$ cat src/rtl/data_mem_wait.sv
// Data memory with req/ready/ack handshake, fixed access latency,
// a write-protected boot region and out-of-range rejection.
//
// state | meaning
// IDLE  | ready=1, waiting for req; latches we/addr/wdata on acceptance
// BUSY  | access in flight; cnt counts down, completes when cnt==0
module data_mem_wait #(
    parameter int DATA_W   = 8,
    parameter int ADDR_W   = 8,
    parameter int DEPTH    = 128,
    parameter int LATENCY  = 2,
    parameter int WP_LIMIT = 4
) (
    input  logic              ck,
    input  logic              rst,
    input  logic              req,
    input  logic              we,
    input  logic [ADDR_W-1:0] addr,
    input  logic [DATA_W-1:0] wdata,
    output logic              ready,
    output logic              ack,
    output logic              err,
    output logic [DATA_W-1:0] rdata
);

    localparam int CNT_W = (LATENCY > 0) ? $clog2(LATENCY + 1) : 1;
    localparam int IDX_W = (DEPTH > 1) ? $clog2(DEPTH) : 1;

    // Limits widened by one bit so DEPTH == 2**ADDR_W still compares correctly.
    localparam logic [ADDR_W:0] DEPTH_L = (ADDR_W + 1)'(DEPTH);
    localparam logic [ADDR_W:0] WP_L    = (ADDR_W + 1)'(WP_LIMIT);

    typedef enum logic {
        IDLE = 1'b0,
        BUSY = 1'b1
    } state_t;

    state_t            state;
    state_t            state_nxt;
    logic [CNT_W-1:0]  cnt;
    logic              lat_we;
    logic [ADDR_W-1:0] lat_addr;
    logic [DATA_W-1:0] lat_wdata;

    logic              accept;
    logic              done;
    logic              out_of_range;
    logic              protect_hit;
    logic              good_write;
    logic              good_read;
    logic [IDX_W-1:0]  idx;

    logic [DATA_W-1:0] mem [DEPTH] = '{default: '0};

    always_comb begin
        state_nxt    = state;
        ready        = 1'b0;
        accept       = 1'b0;
        done         = 1'b0;
        out_of_range = ({1'b0, lat_addr} >= DEPTH_L);
        protect_hit  = lat_we && ({1'b0, lat_addr} < WP_L);
        good_write   = 1'b0;
        good_read    = 1'b0;
        idx          = lat_addr[IDX_W-1:0];
        case (state)
            IDLE: begin
                ready = 1'b1;
                if (req) begin
                    accept    = 1'b1;
                    state_nxt = BUSY;
                end
            end
            BUSY: begin
                if (cnt == '0) begin
                    done      = 1'b1;
                    state_nxt = IDLE;
                end
            end
            default: state_nxt = IDLE;
        endcase
        good_write = done && !out_of_range && !protect_hit && lat_we;
        good_read  = done && !out_of_range && !lat_we;
    end

    always_ff @(posedge ck) begin
        if (rst) begin
            state     <= IDLE;
            cnt       <= '0;
            lat_we    <= 1'b0;
            lat_addr  <= '0;
            lat_wdata <= '0;
            ack       <= 1'b0;
            err       <= 1'b0;
            rdata     <= '0;
        end else begin
            state <= state_nxt;
            ack   <= done;
            err   <= done && (out_of_range || protect_hit);
            if (accept) begin
                lat_we    <= we;
                lat_addr  <= addr;
                lat_wdata <= wdata;
                cnt       <= CNT_W'(LATENCY - 1);
            end else if (state == BUSY && cnt != '0) begin
                cnt <= cnt - 1'b1;
            end
            if (done && out_of_range) begin
                rdata <= '0;
            end else if (good_read) begin
                rdata <= mem[idx];
            end
        end
    end

    // Array is not reset; a reset during BUSY suppresses the pending write.
    always_ff @(posedge ck) begin
        if (!rst && good_write) begin
            mem[idx] <= lat_wdata;
        end
    end

endmodule
$ cat config.mk
export PLATFORM = sky130hd
export DESIGN_NAME = data_mem_wait
export DESIGN_NICKNAME = d
export VERILOG_FILES = /design/src/rtl/data_mem_wait.sv
export SDC_FILE = /design/constraint.sdc
export NUM_CORES = 1
export LEC_CHECK = 0
export BUFFER_PORTS_ARGS = -buffer_cell sky130_fd_sc_hd__buf_2
export CELL_PAD_IN_SITES_DETAIL_PLACEMENT = 1
export CELL_PAD_IN_SITES_GLOBAL_PLACEMENT = 2
export CORE_ASPECT_RATIO = 1.75
export CORE_MARGIN = 1.5
export CORE_UTILIZATION = 44
export DETAILED_ROUTE_END_ITERATION = 8
export GPL_ROUTABILITY_DRIVEN = 1
export PLACE_DENSITY_LB_ADDON = 0.1
export SLEW_MARGIN = 20
export SYNTH_ARGS = -nofsm -noshare
export SYNTH_HDL_FRONTEND = slang
export SYNTH_SLANG_ARGS = --single-unit
$ cat constraint.sdc
create_clock -name ck -period 2.49 [get_ports ck]
set_input_delay 0.249 -clock ck [delete_from_list [all_inputs] [get_ports ck]]
set_output_delay 0.249 -clock ck [all_outputs]
set_load 0.05 [all_outputs]
* Yosys cells after proc, flatten, opt, wreduce, memory -nomap -nowiden *
Memory sizes are Yosys's and may differ from the RTL's. A register that Yosys moved wholly into a read port is not among the register bits.
Cells that the tools add are included.

storage, ports and cells
  bits in registers = 22
  memory bits (writable) = 1024
  input bits = 20
  output and inout port bits = 11
  word-level logic and storage cells = 43
  memories = 1

cells by class
  add/sub/neg operators = 1
  magnitude comparators = 2
  muxes and demuxes = 11
  bitwise logic cells = 1
  reduce and logical (&&, ||, !) cells = 19

memories
  name  words  bits a word  rd ports  clocked after memory_dff  wr ports  RTL line  text
  mem   128    8            1         1                         1         53        logic [DATA_W-1:0] mem [DEPTH] = '{default: '0};

operator list
  kind                                                                          number
  1-bit 2-to-1 mux                                                              10
  1-bit logical AND                                                             9
  8-bit >= comparator, second input constant                                    1
  8-bit by 3-bit less-than comparator with 1-bit output, second input constant  1
  1-bit logical NOT                                                             4
  2-bit nonzero test                                                            2
  2-bit OR reduction                                                            2
  2-bit logical NOT                                                             1
  1-bit one-hot mux with 2 select lines                                         1
  2-bit by 1-bit subtractor with 2-bit output, second input constant            1
  1-bit logical OR                                                              1
  1-bit NOT                                                                     1

* Logic depth before layout (Yosys ltp) *
  word-level depth = 9
  mapped depth = 11
  mapped depth without buffers = 7

* Worst setup path after synthesis *
No wires, ideal clock.

  path kind = reg2reg
  from = reg lat_addr[2]
  to = mem mem[110][0] (enable)
  setup time = 0.370 ns
  data arrival time = 2.062 ns
  required time = 2.120 ns
  setup slack = 0.057 ns
  stages on the path, launching flop included = 10
  buffers on the path = 5
  period minus slack after synthesis = 2.433 ns
  path through = dfxtp_1 > buf_6 > buf_12 > buf_12 > buf_8 > nand2_2 > nor4_4 > nand2_4 > buf_6 > nor2_1

between the ends
  longest elaborated chain between the ends = 8
  elaborated cells between the ends (all ways) = 11
  classes of those cells = 2 x order compare; 2 x mux; 7 x reduce/logical

RTL lines
  item                                                                                                 RTL line  text
  from (decl)                                                                                          42        logic [ADDR_W-1:0] lat_addr;
  from (signal assigned)                                                                               101       lat_addr <= addr;
  8-bit >= comparator / 8-bit by 3-bit less-than comparator with 1-bit output (equally long branches)  60, 61
  1-bit logical NOT / 1-bit logical AND (equally long branches)                                        81, 61
  1-bit logical AND / 1-bit logical NOT (equally long branches)                                        81        good_write = done && !out_of_range && !protect_hit && lat_we;
  1-bit logical AND (2 in series)                                                                      81
  1-bit logical AND                                                                                    117       if (!rst && good_write) begin
  1-bit 2-to-1 mux                                                                                     117
  1-bit 2-to-1 mux (not written as such)                                                               118       mem[idx] <= lat_wdata;
  to (decl)                                                                                            53

Parallel ways exist; a longest one is shown, timed or not.

* Final worst setup path *
  from = reg lat_addr[1]
  to = reg rdata[6] (read register of mem)

between the ends
  longest elaborated chain between the ends = 4
  elaborated cells between the ends (all ways) = 6
  classes of those cells = 1 x order compare; 5 x reduce/logical

RTL lines
  item                             RTL line  text
  8-bit >= comparator              60        out_of_range = ({1'b0, lat_addr} >= DEPTH_L);
  1-bit logical NOT                82        good_read = done && !out_of_range && !lat_we;
  1-bit logical AND (2 in series)  82
  to (decl)                        23        output logic [DATA_W-1:0] rdata

Parallel ways exist; a longest one is shown, timed or not.
A chain may end at the register's enable or synchronous reset.

==> results.yml <==
outcome:
  status: "finished clean"
placement:
  place_congestion: 0.891
  hpwlAfterDp_um: 87500
  port_buffers: 30
routing:
  wl_per_cell_um: 30.7
  drt-initial-drc-count: 1652
  vias: 24200
  drc: 0
  dr.pass1.iters: 5
  routed_via_density: 5.78
  drtAntennaViolNets: 0
  drt-total-wl_um: 128000
synth:
  netlist_area_um2: 41500
  synth-seq-cells: 1054
  yosysTopAreaCell: "edfxtp_1"
  yosysUniqueCellTypes: 71
  synth.area.top_cells: "edfxtp_1 74%, mux2i_1 6.7%, mux4_2 3.3%"
  ys_seq_area_share_pct: 75.5
  synth.top_cell.area_share_pct: 74.0
  ys_async_sr_fraction_pct: 0
  synth_most_common_cell: "edfxtp_1"
  yosysWarnings: 0
  synth-edff-count: 1024
  ys_top_cells_by_count: "1024 x edfxtp_1, 277 x mux2i_1, 161 x nor2_1"
  syn-mean-instance-area_um2: 17.4
  syn-instance-count: 2385
  synth_flop_cell: "edfxtp_1"
layout:
  finalNetCount: 2920
  area_growth_pct: 21.8
  final_util_pct: 53.8
  num_antenna_cells: 0
  drive_gt1_share_pct: 27.7
critical_path:
  critical_path_buf_inv_count: 4
  cp_data_required_time_ns: 3.08
  cpPeakStageDelay_ns: 0.45
  worstPathMaxFanout: 23
  crit_path_start_kind: "flop"
  worstSetupPathType: "reg -> reg"
  worstPathCellList: "buf_4 -> nand2b_2 -> buf_12 -> buf_4 -> o22ai_1 -> o21ai_0 -> o2111ai_2 -> buf_4 -> a21oi_1 -> a31oi_1"
  endpoint_kind: "flop"
  crit_family: "compound AO/OA/AOI/OAI gates"
  arrival_ns: 3.08
  worst_path_max_delay_cell: "dfxtp_4"
  worst_path_most_repeated_cell: "buf_4"
cts:
  cts_tree: "yes"
  cts.sinks: 1054
  cts_root_buffer: "clkbuf_16"
  cts.htree.levels: 3
  clkTransAtPathRegs_ns: 0.07
  numCtsBuffers: 95
  insertion_delay_ns: 0.71
  clock_path_buffers: 3
sta:
  finalCriticalPeriod_ns: 2.49
  rsz0062_at_grt: "yes"
  tns_ns: 0
  setup-violations-final: 0
  worst_slew_pin_slew_ns: 0.782
  relSlewSlack_pct: 47.9
  post-route-period-util_pct: 99.9
  fmax_ghz: 0.402
  hold_violations: 0
  clock_skew_ns: 0.0214
  final_max_slew_viol_count: 0
  fin_hold_ws_ns: 0.153
global_routing:
  grt.total_usage_pct: 26.6
  grt.overflow.total: 0
  grt_antenna_before_repair: 0
  first_global_vias: 26100
  grt_start_max_net_pins: 65
  grt_pass1_wl_um: 183000
die:
  die_area_um2: 96300
  rows: 149
  io_pins: 31
  initial_core_util_pct: 44.2
  die_x_um: 235
  core_um2: 94000
  die_h_um: 410
hold_path:
  hp-class: "in -> reg"
job:
  max-cap-violations: 0
pwr:
  vdd_ir_drop_max_mv: 0.618
  leakage_nw: 16.7
  power_density_nw_per_um2: 746
==> cells in the final DEF (no fill, tap or decap), drive strengths merged, types with 44 or more instances in the layout <==
master | synthesis | layout
mux4 | 60 | 60
mux2i | 277 | 277
edfxtp | 1024 | 1024
clkbuf | 47 | 123
a21oi | 44 | 44
o21ai | 97 | 97
nor2 | 163 | 164
buf | 112 | 516
o22ai | 120 | 120
a221oi | 96 | 96
nand2 | 106 | 106
==> cell type report <==
type	count	area, um2
clock inverter	58	608
timing repair buffer	544	4940
fill	8743	43400
sequential	1054	31400
clock buffer	120	2490
multi-input combinational	1188	9580
inverter	16	60.1
tap	1208	1510
==> repair_timing <==
action / in CTS / in global routing
hold buffers: 24 / 0
pin swaps: 5 / 18
buffers inserted: 13 / 28
resized for setup: 45 / 63
endpoints found under the setup margin: 501 / 390
endpoints found under the hold margin: 19 / 0
gates cloned: 1 / 4
==> through the flow <==
| step | std cells | power (mW) | setup slack [ns] | cell area, um2 |
|---|---|---|---|---|
| 6_report | 4188 | 37.7 | 0.00161 | 50600 |
| 5_1_grt | 4188 | 38.7 | -0.0620 | 50600 |
| 4_1_cts | 4156 | 37.9 | -0.00900 | 50000 |
| 3_5_place_dp | 3940 | 23.0 | -0.468 | 46300 |
| 3_3_place_gp | 3940 | 22.9 | -0.330 | 46300 |
| 2_1_floorplan | 2416 | 21.5 | 0.0573 | 41700 |
==> logic make-up (layout without fill, tap and decap cells) <==
family                     count (synthesis)  after routing  synth area share (%)
and+or+nand+nor                          343            344                  3.74
AOI/OAI and AO/OA                        464            464                  7.80
other                                      1             32               0.00903
muxes                                    347            347                  10.2
DFF                                     1054           1054                  75.5
buffers and inverters                    175            738                  2.73
adders and majority gates                  1              1                0.0301
==> worst reg2reg max path, cell delays in order, from the launching register on <==
cell and delay [ns]:
dfxtp_4 0.45, buf_4 0.22, nand2b_2 0.23, buf_12 0.21, buf_4 0.18, o22ai_1 0.11
o21ai_0 0.31, o2111ai_2 0.20, buf_4 0.21, a21oi_1 0.16, a31oi_1 0.09
==> state kept, by name, summed over array words and instances, names as in the netlist <==
name and cells:
cnt 2, lat_we 1, mem 1024, state 1, ack 1, lat_addr 8
lat_wdata 8, rdata 8, err 1
==> report_power, final <==
| group | total [mW] | leakage (nW) | internal, mW | switching, mW |
|---|---|---|---|---|
| clock | 14.9 | 1.51 | 8.28 | 6.64 |
| sequential | 19.7 | 9.48 | 19.6 | 0.192 |
| combinational | 3.08 | 5.71 | 1.27 | 1.81 |
| total | 37.7 | 16.7 | 29.1 | 8.64 |
==> layer usage <==
metal	vias to the layer above	wire length (um)	global-route usage [%]
li1	10600	-	-
met1	12900	45800	28.5
met2	520	71800	51.1
met3	224	4200	2.97
met4	0	6650	13.3
met5	-	0	0
==> worst paths after layout <==
kind	startpoint	depth (start not counted)	to	slack, ns
setup / recovery	lat_addr[1]$_SDFFE_PP0P_	10	rdata[6]$_SDFFE_PP0P_	0.002
hold / removal	rst	3	cnt[1]$_SDFFE_PP0P_	0.15
setup reg to reg	lat_addr[1]$_SDFFE_PP0P_	10	rdata[6]$_SDFFE_PP0P_	0.002
hold reg to reg	cnt[1]$_SDFFE_PP0P_	2	cnt[1]$_SDFFE_PP0P_	0.51
Power figures use the tool's default switching activity.
